### src/rtl/snake_scan_ctrl_pkg.sv
// snake_scan_ctrl_pkg: shared constants, scan state encoding and width helper
package snake_scan_ctrl_pkg;
  localparam int ROW_FIRST_LAYER = 128;
  localparam int COL_FIRST_LAYER = 128;
  localparam int W_FCOL_DEF = 4;
  localparam int W_PROW_DEF = 3;
  typedef enum logic [2:0] {SCAN_IDLE, SCAN_WLOAD, SCAN_PRIME, SCAN_SNAKE, SCAN_DONE} scan_state_e;
  function automatic int cw(input int n);
    return n > 1 ? $clog2(n) : 1;
  endfunction
endpackage

### src/rtl/snake_scan_ctrl_addr_gen.sv
// snake_addr_gen: row/col/linear-address walk, two-row interleaved prime then snake
module snake_addr_gen import snake_scan_ctrl_pkg::*; #(
  parameter int ROW = ROW_FIRST_LAYER,
  parameter int COL = COL_FIRST_LAYER,
  parameter int ADDR_W = $clog2(ROW * COL)
) (
  input  logic                  clk,
  input  logic                  rst_n,
  input  logic                  clr,
  input  logic                  adv,
  output logic [cw(ROW)-1:0]    row,
  output logic [cw(COL)-1:0]    col,
  output logic [ADDR_W-1:0]     addr,
  output logic                  shift_dir,
  output logic                  last_pix,
  output logic                  prime_last
);
  localparam int RW = cw(ROW);
  localparam int CW = cw(COL);
  localparam logic [RW-1:0] ROW_LAST = RW'(ROW - 1);
  localparam logic [CW-1:0] COL_LAST = CW'(COL - 1);
  localparam logic [ADDR_W-1:0] A_COL = ADDR_W'(COL);
  logic [RW-1:0] row_q, row_d;
  logic [CW-1:0] col_q, col_d;
  logic [ADDR_W-1:0] addr_q, addr_d;
  logic dir_q, dir_d;
  assign row = row_q;
  assign col = col_q;
  assign addr = addr_q;
  assign shift_dir = dir_q;
  assign prime_last = row_q == RW'(1) && col_q == COL_LAST;
  assign last_pix = row_q == ROW_LAST && col_q == (ROW_LAST[0] ? COL_LAST : '0);
  // next pixel: rows 0/1 interleave per column, then each row turns at its end column
  always_comb begin
    row_d = row_q;
    col_d = col_q;
    addr_d = addr_q;
    dir_d = dir_q;
    if (clr || (adv && last_pix)) begin
      row_d = '0;
      col_d = '0;
      addr_d = '0;
      dir_d = 1'b0;
    end else if (adv) begin
      if (row_q == '0) begin
        row_d = RW'(1);
        addr_d = addr_q + A_COL;
      end else if (row_q == RW'(1) && !prime_last) begin
        row_d = '0;
        col_d = col_q + 1'b1;
        addr_d = addr_q - A_COL + 1'b1;
      end else if (dir_q ? col_q == '0 : col_q == COL_LAST) begin
        row_d = row_q + 1'b1;
        addr_d = addr_q + A_COL;
        dir_d = ~dir_q;
      end else begin
        col_d = dir_q ? col_q - 1'b1 : col_q + 1'b1;
        addr_d = dir_q ? addr_q - 1'b1 : addr_q + 1'b1;
      end
    end
  end
  // walk registers
  always_ff @(posedge clk or negedge rst_n) begin
    if (!rst_n) begin
      row_q <= '0;
      col_q <= '0;
      addr_q <= '0;
      dir_q <= 1'b0;
    end else begin
      row_q <= row_d;
      col_q <= col_d;
      addr_q <= addr_d;
      dir_q <= dir_d;
    end
  end
endmodule

### src/rtl/snake_scan_ctrl.sv
// snake_scan_ctrl: weight-load then snake-order pixel sequencer for the first conv layer
module snake_scan_ctrl import snake_scan_ctrl_pkg::*; #(
  parameter int ROW = ROW_FIRST_LAYER,
  parameter int COL = COL_FIRST_LAYER,
  parameter int W_FCOL = W_FCOL_DEF,
  parameter int W_PROW = W_PROW_DEF,
  parameter int ADDR_W = $clog2(ROW * COL)
) (
  input  logic               clk,
  input  logic               rst_n,
  input  logic               start,
  input  logic               abort,
  input  logic               w_ready,
  output logic               w_valid,
  output logic [1:0]         w_fcol,
  output logic [1:0]         w_prow,
  input  logic               px_ready,
  output logic               px_valid,
  output logic [cw(ROW)-1:0] px_row,
  output logic [cw(COL)-1:0] px_col,
  output logic [ADDR_W-1:0]  px_addr,
  output logic               shift_dir,
  output logic               busy,
  output logic               done
);
  scan_state_e state_q, state_d;
  logic [1:0] fcol_q, fcol_d, prow_q, prow_d;
  logic w_hs, px_hs, w_last, last_pix, prime_last;
  assign w_valid = state_q == SCAN_WLOAD;
  assign px_valid = state_q == SCAN_PRIME || state_q == SCAN_SNAKE;
  assign busy = w_valid || px_valid;
  assign done = state_q == SCAN_DONE;
  assign w_fcol = fcol_q;
  assign w_prow = prow_q;
  assign w_hs = w_valid && w_ready;
  assign px_hs = px_valid && px_ready;
  assign w_last = fcol_q == 2'(W_FCOL - 1) && prow_q == 2'(W_PROW - 1);
  snake_addr_gen #(.ROW(ROW), .COL(COL), .ADDR_W(ADDR_W)) u_addr (
    .clk(clk), .rst_n(rst_n), .clr(abort), .adv(px_hs),
    .row(px_row), .col(px_col), .addr(px_addr), .shift_dir(shift_dir),
    .last_pix(last_pix), .prime_last(prime_last)
  );
  // frame FSM and weight beat counters; abort overrides everything
  always_comb begin
    state_d = state_q;
    fcol_d = fcol_q;
    prow_d = prow_q;
    if (abort) begin
      state_d = SCAN_IDLE;
      fcol_d = '0;
      prow_d = '0;
    end else begin
      unique case (state_q)
        SCAN_IDLE:  state_d = start ? SCAN_WLOAD : SCAN_IDLE;
        SCAN_WLOAD: if (w_hs) begin
          state_d = w_last ? SCAN_PRIME : SCAN_WLOAD;
          prow_d = prow_q == 2'(W_PROW - 1) ? 2'd0 : prow_q + 2'd1;
          fcol_d = w_last ? 2'd0 : prow_q == 2'(W_PROW - 1) ? fcol_q + 2'd1 : fcol_q;
        end
        SCAN_PRIME: state_d = !px_hs ? SCAN_PRIME : last_pix ? SCAN_DONE : prime_last ? SCAN_SNAKE : SCAN_PRIME;
        SCAN_SNAKE: state_d = px_hs && last_pix ? SCAN_DONE : SCAN_SNAKE;
        SCAN_DONE:  state_d = SCAN_IDLE;
        default:    state_d = SCAN_IDLE;
      endcase
    end
  end
  // state and weight counter registers
  always_ff @(posedge clk or negedge rst_n) begin
    if (!rst_n) begin
      state_q <= SCAN_IDLE;
      fcol_q <= '0;
      prow_q <= '0;
    end else begin
      state_q <= state_d;
      fcol_q <= fcol_d;
      prow_q <= prow_d;
    end
  end
endmodule

### config.mk
export PLATFORM = sky130hd
export DESIGN_NAME = snake_scan_ctrl
export DESIGN_NICKNAME = d
export VERILOG_FILES = /design/src/rtl/snake_scan_ctrl_pkg.sv /design/src/rtl/snake_scan_ctrl_addr_gen.sv /design/src/rtl/snake_scan_ctrl.sv
export SDC_FILE = /design/constraint.sdc
export NUM_CORES = 1
export LEC_CHECK = 0
export ABC_AREA = 1
export BUFFER_PORTS_ARGS = -buffer_cell sky130_fd_sc_hd__buf_4
export CAP_MARGIN = 20
export CELL_PAD_IN_SITES_DETAIL_PLACEMENT = 0
export CELL_PAD_IN_SITES_GLOBAL_PLACEMENT = 2
export CORE_UTILIZATION = 32
export DETAILED_ROUTE_END_ITERATION = 12
export PLACE_DENSITY_LB_ADDON = 0.1
export SYNTH_ARGS = -nofsm -noshare
export SYNTH_HDL_FRONTEND = slang
export SYNTH_SLANG_ARGS = --single-unit
export TNS_END_PERCENT = 10
### constraint.sdc
create_clock -name clk -period 2.4 [get_ports clk]
set_input_delay 0.36 -clock clk [delete_from_list [all_inputs] [get_ports clk]]
set_output_delay 0.36 -clock clk [all_outputs]
set_load 0.02 [all_outputs]
# After elaboration in Yosys (flattened, before gate mapping)
# Cells that the tools add are included.
[op_classes] addsub=10 eq_ne=13 n_mux=41 n_bitwise=1 n_reduce_logical=25
[ops] cell="two-way mux 14 bit" count=6
[ops] cell="two-way mux 7 bit" count=11
[ops] cell="adder 14 x 1 -> 14 bit (second input constant)" count=2
[ops] cell="two-way mux 2 bit" count=10
[ops] cell="two-way mux 3 bit" count=5
[ops] cell="adder 14 x 8 -> 14 bit (second input constant)" count=1
[ops] cell="adder 7 x 1 -> 7 bit (second input constant)" count=2
[ops] cell="== test 7 bit (second input constant)" count=2
[ops] cell="zero test 7 bit" count=2
[ops] cell="subtractor 14 x 1 -> 14 bit (second input constant)" count=1
[ops] cell="subtractor 14 x 8 -> 14 bit (second input constant)" count=1
[ops] cell="case mux 3 bit (4 select lines)" count=1
[ops] cell="two-way mux 1 bit" count=8
[ops] cell="nonzero test 2 bit" count=4
[ops] cell="== test 7 x 1 -> 1 bit (second input constant)" count=1
[ops] cell="logical AND 1 bit" count=7
[ops] cell="subtractor 7 x 1 -> 7 bit (second input constant)" count=1
[ops] cell="== test 3 x 2 -> 1 bit (second input constant)" count=2
[ops] cell="AND reduction 3 bit" count=2
[ops] cell="adder 2 x 1 -> 2 bit (second input constant)" count=2
[ops] cell="== test 2 bit (second input constant)" count=2
[ops] cell="inequality test 2 x 1 -> 1 bit (second input constant)" count=2
[ops] cell="AND reduction 2 bit" count=2
[ops] cell="AND reduction 4 bit" count=1
[ops] cell="10 further kinds" count=12
[totals] reg_bits=36 inputBits=6 output_inout_bits=37

# Longest topological paths before layout
[logic_depth] ltp_word=8 depth_mapped=14 mapped_depth_nobuf=14

# Hierarchy
# Synthesis repeated with hierarchy kept, for this count alone.
[hier_totals] hier_cells=532 area_unflattened_um2=3505.9
[by_module_without_submodules] mod="snake_addr_gen" n_inst=1 cells_per_inst=472 area_each_um2=3083.0 seq_area_each_um2=725.7
[by_module_without_submodules] mod="snake_scan_ctrl" n_inst=1 cells_per_inst=60 area_each_um2=422.9 seq_area_each_um2=175.2

# Least setup slack after synthesis
# No wires, ideal clock.
[synth_timing] kind="flip-flop to flip-flop" start="register u_addr.dir_q (netlist: u_addr.shift_dir)" end="register u_addr.addr_q[10] (netlist: u_addr.addr[10])" setup_ns=0.117 arrival_time_ns=2.228 setup_slack_ns=0.055 path_stages_with_launch=14 period_less_slack_ns=2.345 path_cell_list="dfrtp_1 buf_2 inv_1 fa_1 o21ai_0 nand2_1 nand2_1 nand2_1 nand2_1 nand2_1 nand3_1 nand2_1 nand2_1 nand2_1"
[synth_via] elab_chain_cells=6
[synth_rtl] element="from (decl)" line_no="snake_scan_ctrl_addr_gen.sv:26" source="logic dir_q, dir_d;"
[synth_rtl] element="from (signal assigned)" line_no="snake_scan_ctrl_addr_gen.sv:73" source="dir_q <= dir_d;"
[synth_rtl] element="two-way mux 14 bit / two-way mux 1 bit (equally long branches)" line_no="snake_scan_ctrl_addr_gen.sv:58, snake_scan_ctrl_addr_gen.sv:52"
[synth_rtl] element="two-way mux 14 bit (*)" line_no="snake_scan_ctrl_addr_gen.sv:52" source="end else if (dir_q ? col_q == '0 : col_q == COL_LAST) begin"
[synth_rtl] element="two-way mux 14 bit (*)" line_no="snake_scan_ctrl_addr_gen.sv:48" source="end else if (row_q == RW'(1) && !prime_last) begin"
[synth_rtl] element="two-way mux 14 bit (*)" line_no="snake_scan_ctrl_addr_gen.sv:45" source="if (row_q == '0) begin"
[synth_rtl] element="two-way mux 14 bit (*)" line_no="snake_scan_ctrl_addr_gen.sv:44" source="end else if (adv) begin"
[synth_rtl] element="two-way mux 14 bit (*)" line_no="snake_scan_ctrl_addr_gen.sv:39" source="if (clr || (adv && last_pix)) begin"
[synth_rtl] element="to (signal assigned)" line_no="snake_scan_ctrl_addr_gen.sv:72" source="addr_q <= addr_d;"
[synth_rtl] element="to (decl)" line_no="snake_scan_ctrl_addr_gen.sv:25" source="logic [ADDR_W-1:0] addr_q, addr_d;"
# Mark *: on every way between the ends. The rest lies on a longest branch, timed or not. The select of a mux whose other input is x is not followed.
# A chain may end at the register's enable or synchronous reset.

# Worst setup path after layout
[layout_timing] start="register u_addr.col_q[0] (netlist: u_addr.col[0])" end="register u_addr.addr_q[8] (netlist: u_addr.addr[8])"
[layout_via] elab_chain_cells=8
[layout_rtl] element="from (decl)" line_no="snake_scan_ctrl_addr_gen.sv:24" source="logic [CW-1:0] col_q, col_d;"
[layout_rtl] element="from (signal assigned)" line_no="snake_scan_ctrl_addr_gen.sv:71" source="col_q <= col_d;"
[layout_rtl] element="== test 7 bit" line_no="snake_scan_ctrl_addr_gen.sv:31, snake_scan_ctrl_addr_gen.sv:32, snake_scan_ctrl_addr_gen.sv:52"
[layout_rtl] element="logical AND 1 bit" line_no="snake_scan_ctrl_addr_gen.sv:31" source="assign prime_last = row_q == RW'(1) && col_q == COL_LAST;"
[layout_rtl] element="zero test 1 bit" line_no="snake_scan_ctrl_addr_gen.sv:48"
[layout_rtl] element="logical AND 1 bit" line_no="snake_scan_ctrl_addr_gen.sv:48"
[layout_rtl] element="two-way mux 14 bit" line_no="snake_scan_ctrl_addr_gen.sv:48"
[layout_rtl] element="two-way mux 14 bit" line_no="snake_scan_ctrl_addr_gen.sv:45"
[layout_rtl] element="two-way mux 14 bit" line_no="snake_scan_ctrl_addr_gen.sv:44"
[layout_rtl] element="two-way mux 14 bit" line_no="snake_scan_ctrl_addr_gen.sv:39"
# Parallel ways exist; a longest one is shown, timed or not. The select of a mux whose other input is x is not followed.

==> flow_summary.json <==
{
  "clkTransAtPathRegs_ps": 90,
  "cts_tree": "done",
  "maxSlewViolCount": 0,
  "crit_top_cell": "nand2_1",
  "pwr-share-seq_pct": 26.1,
  "post-route-min-period_ps": 2160,
  "drtIter0Drc": 201,
  "hold_viol": 0,
  "fmax_mhz": 463,
  "antenna_found_initial": 0,
  "nNetsFinal": 621,
  "cts_root_buffer": "clkbuf_8",
  "worst_ep_arrival_time_ps": 2410,
  "yosysWarnings": 0,
  "period_share_pct": 90.0,
  "max-vdd-ir-drop_mv": 0.236,
  "outcome": "finished clean",
  "synth-seq-area-share_pct": 25.8,
  "crit_path_end_kind": "register",
  "setup_viol": 0,
  "drive_above_1_share_pct": 15.7,
  "syn_inst": 535,
  "fin_util_pct": 39.5,
  "cpPeakStageDelay_ps": 420,
  "post_drt_wl_per_cell_um": 14.2,
  "p_int_mw": 1.53,
  "cts.sinks": 36,
  "crit_fanout": 16,
  "grt_pass1_vias": 3380,
  "pwr-share-clk_pct": 15.9,
  "synth.distinct_cells": 41,
  "worstSetupPathType": "register to register",
  "gp_congestion": 0.789,
  "viasPerCell": 4.80,
  "track_usage_pct": 19.6,
  "p_sw_mw": 1.57,
  "drv_cap": 0,
  "cpMaxStageDelayCell": "dfrtp_1",
  "start_util_pct": 33.4,
  "placed_cell_area_um2": 4040,
  "critical-path-top-delay-family": "simple AND/OR/NAND/NOR gates",
  "path_buf_inv": 2,
  "io_pins": 43,
  "drc": 0,
  "clockBufferDepth": 2,
  "p_comb_share_pct": 58.0,
  "path_cells": "ha_1 -> nand3_2 -> clkinv_1 -> nand3_1 -> nand2_4 -> inv_2 -> nor2_4 -> nand3_1 -> nand2_1 -> nand2_1 -> nand2_1 -> nand2_1 -> nand2_1",
  "overflow": 0,
  "synthDominantCellAreaShare_pct": 25.8,
  "htree_num_levels": 2,
  "post_synth.cell_area_avg_um2": 6.54,
  "holdWs_ps": 33.4,
  "relSlewSlack_pct": 64.3,
  "finalNonFillerCells": 728,
  "place_ws_ps": 93.1,
  "chipHeight_um": 107,
  "rsz0062_at_grt": "false",
  "design_area_um2": 4140,
  "worstSetupStartpointType": "register",
  "grt_pass1_wl_um": 17500,
  "cts_post_setup_buffers_inserted": 0,
  "antenna-diode-count": 0,
  "postRouteWirelength_um": 10300,
  "cts_buffers": 5,
  "drtPass1Iterations": 4,
  "ys_ff_latch": 36,
  "antenna_left": 0,
  "p_leak_nw": 2.22,
  "synth_area_um2": 3500,
  "swShare_pct": 50.5,
  "power_mw": 3.10,
  "syn-num-nets": 565,
  "via_count": 3497,
  "dieWidth_um": 107,
  "hp-class": "input pin to async pin",
  "grt_start_max_net_pins": 37,
  "dieArea_um2": 11400,
  "portBuffers": 42,
  "skew_ps": 8.57,
  "core-area_um2": 10500,
  "power_density_nw_per_um2": 750,
  "yosysTopAreaCell": "dfrtp_1",
  "setup_ws_ps": 239,
  "synth_area_leaders": "dfrtp_1, nand2_1, ha_1",
  "dpl.cell_count": 720,
  "rows": 37,
  "area_delta_synth_final_pct": 18.2,
  "clk_latency_ps": 300,
  "required_ps": 2650,
  "dp_hpwl_um": 7800,
  "worst_pin_slew_ps": 535,
  "fin_setup_tns_ps": 0
}
[cell usage after synthesis (all sizes together)]
library cell and n:
nand2 177, inv 76, nand3 55, nor2 47, dfrtp 36, o21ai 35, ha 23, a21oi 21
nand4 13, xor2 12, nor3 8, nand3b 7, buf 5, xnor2 5, and2 3, o2111ai 2
a31oi 1, a32oi 1, clkbuf 1, clkinv 1, fa 1, nor3b 1, nor4 1, o21bai 1
o22ai 1, or2 1
[worst register-to-register path, cell delays in order (launching register included)]
cell,delay [ps]
dfrtp_1,420
ha_1,220
nand3_2,150
clkinv_1,110
nand3_1,120
nand2_4,220
inv_2,200
nor2_4,240
nand3_1,150
nand2_1,80
nand2_1,50
nand2_1,70
nand2_1,50
nand2_1,40
[kinds of logic (layout without fill, tap and decap cells)]
| family | after synthesis | in the layout | synth area share [%] |
|---|---|---|---|
| DFF | 36 | 36 | 25.8 |
| AOI/OAI and AO/OA | 62 | 62 | 9.76 |
| adders and majority gates | 24 | 24 | 8.80 |
| and+or+nand+nor | 313 | 313 | 41.9 |
| xor gates and xnor gates | 17 | 17 | 4.26 |
| buffers and inverters | 83 | 140 | 9.51 |
[area by class of cell]
class	count	area (µm²)
sequential	36	901
multi-input combinational	416	2270
timing repair buffer	55	413
clock buffer	8	90.1
tap	136	170
inverter	77	292
fill	1167	6330
[routing by layer]
| metal | vias up | track usage, % | routed length, µm |
|---|---|---|---|
| met4 | 0 | 4.11 | 74 |
| met5 | - | 0 | 0 |
| met1 | 1586 | 27.3 | 5080 |
| li1 | 1843 | - | - |
| met2 | 63 | 32.6 | 4780 |
| met3 | 5 | 2.33 | 401 |
[flip-flops by register name (all words and copies together), names as in the netlist]
| register | cells |
|---|---|
| state_q | 3 |
| u_addr.addr | 14 |
| u_addr.col | 7 |
| u_addr.row | 7 |
| u_addr.shift_dir | 1 |
| w_fcol | 2 |
| w_prow | 2 |
[final timing paths]
check	start	end	slack (ps)	depth (start not counted)
max	u_addr.col[0]	u_addr.addr[8]	240	13
min	rst_n	u_addr.col[0]	30	1
max reg2reg	u_addr.col[0]	u_addr.addr[8]	240	13
min reg2reg	w_fcol[1]	w_fcol[1]	520	2
max in group asynchronous	rst_n	u_addr.row[1]	2000	1
min in group clk	abort	state_q[2]	250	2
[placed cells by master (no fill, tap or decap), types with 3 or more instances in the layout]
master	count
a21oi_1	20
and2_1	3
buf_4	55
clkbuf_8	6
dfrtp_1	36
ha_1	23
inv_1	67
inv_2	8
nand2_1	169
nand2_2	5
nand3_1	53
nand3b_1	7
nand4_1	13
nor2_1	38
nor2_2	3
nor2_4	4
nor3_1	7
o21ai_0	27
o21ai_1	7
xnor2_1	5
xor2_1	12
[power groups by stage]
stage | Clock, mW | Sequential, mW | Combinational [mW]
2_1_floorplan | 0 | 0.902 | 1.21
3_3_place_gp | 0 | 0.822 | 1.81
3_5_place_dp | 0 | 0.821 | 1.80
4_1_cts | 0.508 | 0.811 | 1.81
5_1_grt | 0.527 | 0.829 | 2.06
6_report | 0.492 | 0.809 | 1.80
[repair_timing]
item,CTS,global route
endpoints found under the setup margin,0,4
hold buffers,0,0
resized for setup,0,1
No activity file was read; power rests on OpenSTA's default activity.
